[src/rtl/i2s_volume_ctrl.sv]
// I2S volume stage: oversamples a 64fs I2S stream on the audio master clock,
// scales each 24-bit sample by vol/16 and reserializes it with identical framing.
module i2s_volume_ctrl #(
  parameter int VOL_DEFAULT = 16,
  parameter int VOL_MAX     = 16
) (
  input  logic       AMCLK_i,
  input  logic       reset_n,
  input  logic       ASCLK_i,
  input  logic       ALRCLK_i,
  input  logic       ASDATA_i,
  input  logic       vol_up_i,
  input  logic       vol_down_i,
  output logic       ASCLK_o,
  output logic       ALRCLK_o,
  output logic       ASDATA_o,
  output logic [4:0] vol_o
);

  localparam int NSYNC = 5;

  logic [NSYNC-1:0] async_in;
  logic [NSYNC-1:0] sync_bits;

  assign async_in = {vol_down_i, vol_up_i, ASDATA_i, ALRCLK_i, ASCLK_i};

  generate
    for (genvar gi = 0; gi < NSYNC; gi++) begin : g_sync
      logic meta_reg;
      logic sync_reg;
      always_ff @(posedge AMCLK_i) begin
        if (!reset_n) begin
          meta_reg <= 1'b0;
          sync_reg <= 1'b0;
        end else begin
          meta_reg <= async_in[gi];
          sync_reg <= meta_reg;
        end
      end
      assign sync_bits[gi] = sync_reg;
    end
  endgenerate

  logic bck_s, ws_s, data_s, up_s, dn_s;
  logic bck_d, up_d, dn_d;
  logic bck_rise, bck_fall;

  assign {dn_s, up_s, data_s, ws_s, bck_s} = sync_bits;

  always_ff @(posedge AMCLK_i) begin
    if (!reset_n) begin
      bck_d <= 1'b0;
      up_d  <= 1'b0;
      dn_d  <= 1'b0;
    end else begin
      bck_d <= bck_s;
      up_d  <= up_s;
      dn_d  <= dn_s;
    end
  end

  assign bck_rise = bck_s & ~bck_d;
  assign bck_fall = ~bck_s & bck_d;

  // Volume: edge pulses are registered, so the update lands 4 cycles after the pin edge
  logic       up_pulse_reg, dn_pulse_reg;
  logic [4:0] vol_reg;

  always_ff @(posedge AMCLK_i) begin
    if (!reset_n) begin
      up_pulse_reg <= 1'b0;
      dn_pulse_reg <= 1'b0;
      vol_reg      <= 5'(VOL_DEFAULT);
    end else begin
      up_pulse_reg <= up_s & ~up_d;
      dn_pulse_reg <= dn_s & ~dn_d;
      if (up_pulse_reg && !dn_pulse_reg && vol_reg < 5'(VOL_MAX))
        vol_reg <= vol_reg + 5'd1;
      else if (dn_pulse_reg && !up_pulse_reg && vol_reg != 5'd0)
        vol_reg <= vol_reg - 5'd1;
    end
  end

  assign vol_o = vol_reg;

  logic [5:0]         in_cnt_reg, in_cnt_next;
  logic               ws_last_reg;
  logic [23:0]        in_sr_reg;
  logic               done_reg;
  logic [23:0]        l_q_reg, r_q_reg;
  logic signed [27:0] sample_ext, vol_ext, prod;
  logic [23:0]        scaled;

  // Counter parks at 63 when WS stops toggling, so a stalled stream never completes a word
  always_comb begin
    in_cnt_next = in_cnt_reg;
    if (ws_s != ws_last_reg)
      in_cnt_next = 6'd0;
    else if (in_cnt_reg != 6'd63)
      in_cnt_next = in_cnt_reg + 6'd1;
  end

  assign sample_ext = {{4{in_sr_reg[23]}}, in_sr_reg};
  assign vol_ext    = {23'd0, vol_reg};
  assign prod       = sample_ext * vol_ext;
  assign scaled     = 24'(prod >>> 4);

  always_ff @(posedge AMCLK_i) begin
    if (!reset_n) begin
      in_cnt_reg  <= 6'd63;
      ws_last_reg <= 1'b0;
      in_sr_reg   <= 24'd0;
      done_reg    <= 1'b0;
      l_q_reg     <= 24'd0;
      r_q_reg     <= 24'd0;
    end else begin
      done_reg <= 1'b0;
      if (bck_rise) begin
        in_cnt_reg  <= in_cnt_next;
        ws_last_reg <= ws_s;
        if (in_cnt_next >= 6'd1 && in_cnt_next <= 6'd24)
          in_sr_reg <= {in_sr_reg[22:0], data_s};
        if (in_cnt_next == 6'd25)
          done_reg <= 1'b1;
      end
      if (done_reg) begin
        if (ws_last_reg)
          r_q_reg <= scaled;
        else
          l_q_reg <= scaled;
      end
    end
  end

  logic [31:0] out_sr_reg;
  logic        ws_fall_last_reg;

  always_ff @(posedge AMCLK_i) begin
    if (!reset_n) begin
      ASCLK_o          <= 1'b0;
      ALRCLK_o         <= 1'b0;
      ASDATA_o         <= 1'b0;
      out_sr_reg       <= 32'd0;
      ws_fall_last_reg <= 1'b0;
    end else begin
      ASCLK_o  <= bck_s;
      ALRCLK_o <= ws_s;
      if (bck_fall) begin
        ws_fall_last_reg <= ws_s;
        if (ws_s != ws_fall_last_reg) begin
          out_sr_reg <= {(ws_s ? r_q_reg : l_q_reg), 8'h00};
          ASDATA_o   <= 1'b0;
        end else begin
          ASDATA_o   <= out_sr_reg[31];
          out_sr_reg <= {out_sr_reg[30:0], 1'b0};
        end
      end
    end
  end

endmodule

[config.mk]
export PLATFORM = sky130hd
export DESIGN_NAME = i2s_volume_ctrl
export DESIGN_NICKNAME = d
export VERILOG_FILES = /design/src/rtl/i2s_volume_ctrl.sv
export SDC_FILE = /design/constraint.sdc
export NUM_CORES = 1
export LEC_CHECK = 0
export BUFFER_PORTS_ARGS = -buffer_cell sky130_fd_sc_hd__buf_2
export CAP_MARGIN = 10
export CORE_ASPECT_RATIO = 1.75
export CORE_MARGIN = 5
export CORE_UTILIZATION = 60
export DETAILED_ROUTE_END_ITERATION = 6
export PLACE_DENSITY = 0.81
export SYNTH_ARGS = -nofsm -noshare
export SYNTH_HDL_FRONTEND = slang
export SYNTH_SLANG_ARGS = --single-unit
[constraint.sdc]
create_clock -name AMCLK_i -period 5.5 [get_ports AMCLK_i]
set_input_delay 0.275 -clock AMCLK_i [delete_from_list [all_inputs] [get_ports AMCLK_i]]
set_output_delay 0.275 -clock AMCLK_i [all_outputs]
set_load 0.01 [all_outputs]
---- Word-level counts from Yosys, hierarchy flattened ----
Index checks and enable logic that the tools add are counted.
cells by class
  eq/ne operators ......................... 4
  bitwise logic cells ..................... 9
  reduce and logical (&&, ||, !) cells .... 13
  add/subtract/negate cells ............... 3
  $lt $le $gt $ge ......................... 3
  multiplexer cells ....................... 8
  multipliers ............................. 1
operators by type and width
  kind                 count
  $mux 32              1
  $mul 24x6->28        1
  $mux 24              1
  $mux 6               2
  $mux 5               2
  $reduce_and 2->1     4
  $add 6x1->6 const B  1
  $eq 6x5->1 const B   1
  $ge 6x1->1 const B   1
  $le 6x5->1 const B   1
  $ne 6x6->1 const B   1
  $add 5x1->5 const B  1
  $logic_and 1x1->1    5
  $lt 5x5->1 const B   1
  $not 1->1            5
  $reduce_bool 5->1    1
  $sub 5x1->5 const B  1
  $and 1x1->1          4
  $logic_not 1->1      2
  $mux 1               2
  $ne 1x1->1           2
  $reduce_bool 2->1    1
word-level totals
  logic and storage cells ................. 67
  bits in registers ....................... 135
  output and inout port bits .............. 8

---- Longest topological paths before layout ----
  word-level depth ........................ 6
  mapped depth ............................ 18
  mapped depth without buffers ............ 16

---- Least setup slack after synthesis ----
Ideal clock, no wire load.
  path kind ............................... reg2reg
  from .................................... register vol_reg[1] (netlist: vol_o[1])
  to ...................................... register r_q_reg[20]
  path buffers ............................ 2
  period minus slack after synthesis ...... 4.398 ns
  stages on the path, launching flop included .. 17
  slack ................................... 1.102 ns
  setup time .............................. 0.062 ns
  data arrival time ....................... 4.335 ns
  cell sequence ........................... dfxtp_1 > clkbuf_1 > clkbuf_1 > and2_1 > fa_1 > fa_1 > inv_1 > fa_1 > inv_1 > ha_1 > a21oi_1 > o21ai_0 > a221oi_2 > o31ai_2 > nor4b_4 > or4_1 > nand3_1
between the ends
  word-level cells in the longest chain between the ends .. 1
RTL lines
  item                    line  RTL
  start, declared         67    logic [4:0] vol_reg;
  start signal, assigned  73    vol_reg <= 5'(VOL_DEFAULT);
  start signal, assigned  78    vol_reg <= vol_reg + 5'd1;
  start signal, assigned  80    vol_reg <= vol_reg - 5'd1;
  $mul 24x6->28           105   assign prod = sample_ext * vol_ext;
  end signal, assigned    128   r_q_reg <= scaled;
  end, declared           90    logic [23:0] l_q_reg, r_q_reg;
Every way passes these cells.
A chain may end at the register's enable or synchronous reset.

---- Worst setup path after layout ----
  from .................................... register vol_reg[2] (netlist: vol_o[2])
  to ...................................... register r_q_reg[20]
Same word-level chain as after synthesis.

==> flow_summary.ini <==
[run_status]
status = completed

[synth]
synth-seq-area-share_pct = 26.2
synth_flop_cell = dfxtp_1
synth-edff-count = 0
netlist_instances = 1156
yosysTopAreaCell = dfxtp_1
synth_top_area_share_pct = 26.2
ys_ff_latch = 127
synth_nets = 1287
yosysWarnings = 0
syn_area_per_cell_sq_um = 8.40
synth.area.top_cells = dfxtp_1 26%, fa_1 15%, and2_1 8.0%, ha_1 6.8%, mux2i_1 5.5%
netlist_area_sq_mm = 0.00971
async_reset_ff_share_pct = 0
ys_types = 68

[finish]
drive_above_1_share_pct = 6.46
fillers = 1324
final_util_pct = 65.3
final_area_sq_mm = 0.0104
final_cell_mix = 126 x dfxtp_1, 124 x and2_1, 122 x inv_1, 121 x nand2_1, 77 x a21oi_1
syn_to_final_growth_pct = 6.87
n_antenna_cell = 0
final_common_cell = dfxtp_1
fin_nets = 1265

[routing]
vias_per_cell = 5.78
first_iter_violations = 361
num_vias = 7718
drc_errors = 0
routedWlPerCell_microns = 15.8
drt-total-wl_mm = 21.1
final_antenna_net_count = 0
firstDrtPassIters = 4

[floorplanning]
fp.dieH_microns = 178
core_sq_mm = 0.0159
chipWidth_microns = 106
ioPinCount = 15
initial_core_util_pct = 61.1
placementRows = 61
die_area_sq_mm = 0.0189

[place]
gp_congestion = 0.894
io_buffer_count = 14
post-place-ws_ns = 0.613
dp_hpwl_mm = 15.3
placed_cell_area_sq_mm = 0.00983

[worst_setup_path]
cpMostUsedCell = fa_1
path_class = reg -> reg
cp_data_required_time_ns = 5.86
critPathSlowestCell = dfxtp_1
crit_path_max_fanout = 28
critPathArrivalTime_ns = 5.34
path_cells = and2_1 -> fa_1 -> fa_1 -> inv_1 -> fa_1 -> inv_1 -> ha_1 -> a21oi_1 -> o21ai_0 -> a221oi_2 -> o31ai_2 -> nor4b_4 -> or4_1 -> nand3_1
start_kind = register
end_kind = register
critPathMaxStageDelay_ns = 0.96
worst-path-buf-inv = 2
cp_top_family = adder cells

[clock_tree]
root_buffer = clkbuf_16
post-cts-setup-buffer-count = 0
cts_sinks = 127
cts_max_path_buffers = 2
clkTransAtPathRegs_ns = 0.07
cts_max_level = 4
tritoncts = built
cts_resized = 0
clk_latency_ns = 0.43
ctsHoldBuffers = 0
cts_made_buffers = 17

[power]
power-per-cell-area_mw_per_mm2 = 201
p_leak_nw = 4.64
ir_drop_mv = 0.117

[sta]
worstMarginPinSlew_ns = 1.13
fin_setup_tns_ns = 0
max_slew_margin_pct = 24.8
setup_slack_ns = 0.522
setup_viol = 0
final-max-slew-violation-count = 0
timing.final.hold_violations = 0
period_share_pct = 90.5
fin_worst_skew_ns = 0.0120
rsz0062_at_grt = no
fin_crit_ns = 4.98
holdWs_ns = 0.0537
fmax_ghz = 0.201

[global_routing]
grt_usage_pct = 23.9
grt-ovfl-total = 0
antenna_found_initial = 0
grt_max_degree = 76
grt_pass1_wl_mm = 36.8
grt_pass1_vias = 7889

[job]
maxCapViolCount = 0

[worst_hold_path]
worstHoldPathType = in -> reg
-- Yosys cell counts, types with 4 or more instances --
| library cell | number |
|---|---|
| buf_2 | 8 |
| and2_1 | 124 |
| nand3_1 | 22 |
| nor3_1 | 13 |
| nand2_1 | 121 |
| nand2b_1 | 6 |
| inv_1 | 122 |
| fa_1 | 71 |
| mux2i_1 | 53 |
| a21oi_1 | 77 |
| clkbuf_1 | 55 |
| ha_1 | 53 |
| a211oi_1 | 51 |
| dfxtp_1 | 127 |
| nor2_1 | 60 |
| nand4_1 | 7 |
| o211ai_1 | 6 |
| xnor2_1 | 16 |
| nor2b_1 | 31 |
| xor2_1 | 14 |
| o21a_1 | 6 |
| a21o_1 | 4 |
| o21ai_0 | 45 |
-- per-layer routing --
layer / GRT usage (%) / part of all wire (%) / up-vias
li1: - / - / 3810
met1: 27.8 / 42 / 3735
met2: 43.8 / 52 / 129
met3: 3.91 / 3.1 / 44
met4: 8.43 / 2.6 / 0
met5: 0 / 0 / -
-- logic make-up (layout without fill, tap and decap cells) --
kind of cell	count (synthesis)	after routing	synth area share, %
AOI/OAI and AO/OA	226	226	15.1
muxes	53	53	5.47
and+or+nand+nor	404	404	21.4
xor gates and xnor gates	30	30	2.71
adders and majority gates	124	124	21.5
DFF	127	127	26.2
buffers and inverters	192	182	7.70
-- layout make-up --
cell class,instances,area [sq um],area share (%)
multi-input combinational,837,6420,61.9
sequential,127,2540,24.5
inverter,123,462,4.45
clock buffer,19,453,4.37
tap,189,236,2.28
timing repair buffer,28,175,1.69
clock inverter,12,86.3,0.832
-- worst paths after layout --
check / start / endpoint / slack (ns) / cells after the start
hold reg to reg: up_d / up_pulse_reg / 0.39 / 1
setup / recovery: vol_o[2] / r_q_reg[20] / 0.52 / 14
hold / removal: vol_down_i / g_sync[4].meta_reg / 0.05 / 2
setup reg to reg: vol_o[2] / r_q_reg[20] / 0.52 / 14
-- power breakdown --
| group | internal, mW | switching, mW | leakage, nW |
|---|---|---|---|
| Sequential | 0.929 | 0.0136 | 1.03 |
| Combinational | 0.0328 | 0.0645 | 3.35 |
| Clock | 0.599 | 0.446 | 0.262 |
-- stage by stage --
stage / total power [mW] / std cells
after floorplan: 1.03 / 1156
after global placement: 1.06 / 1304
after detailed placement: 1.06 / 1304
after CTS: 2.10 / 1335
after global routing: 2.16 / 1335
final: 2.08 / 1335
Power figures use the tool's default switching activity.
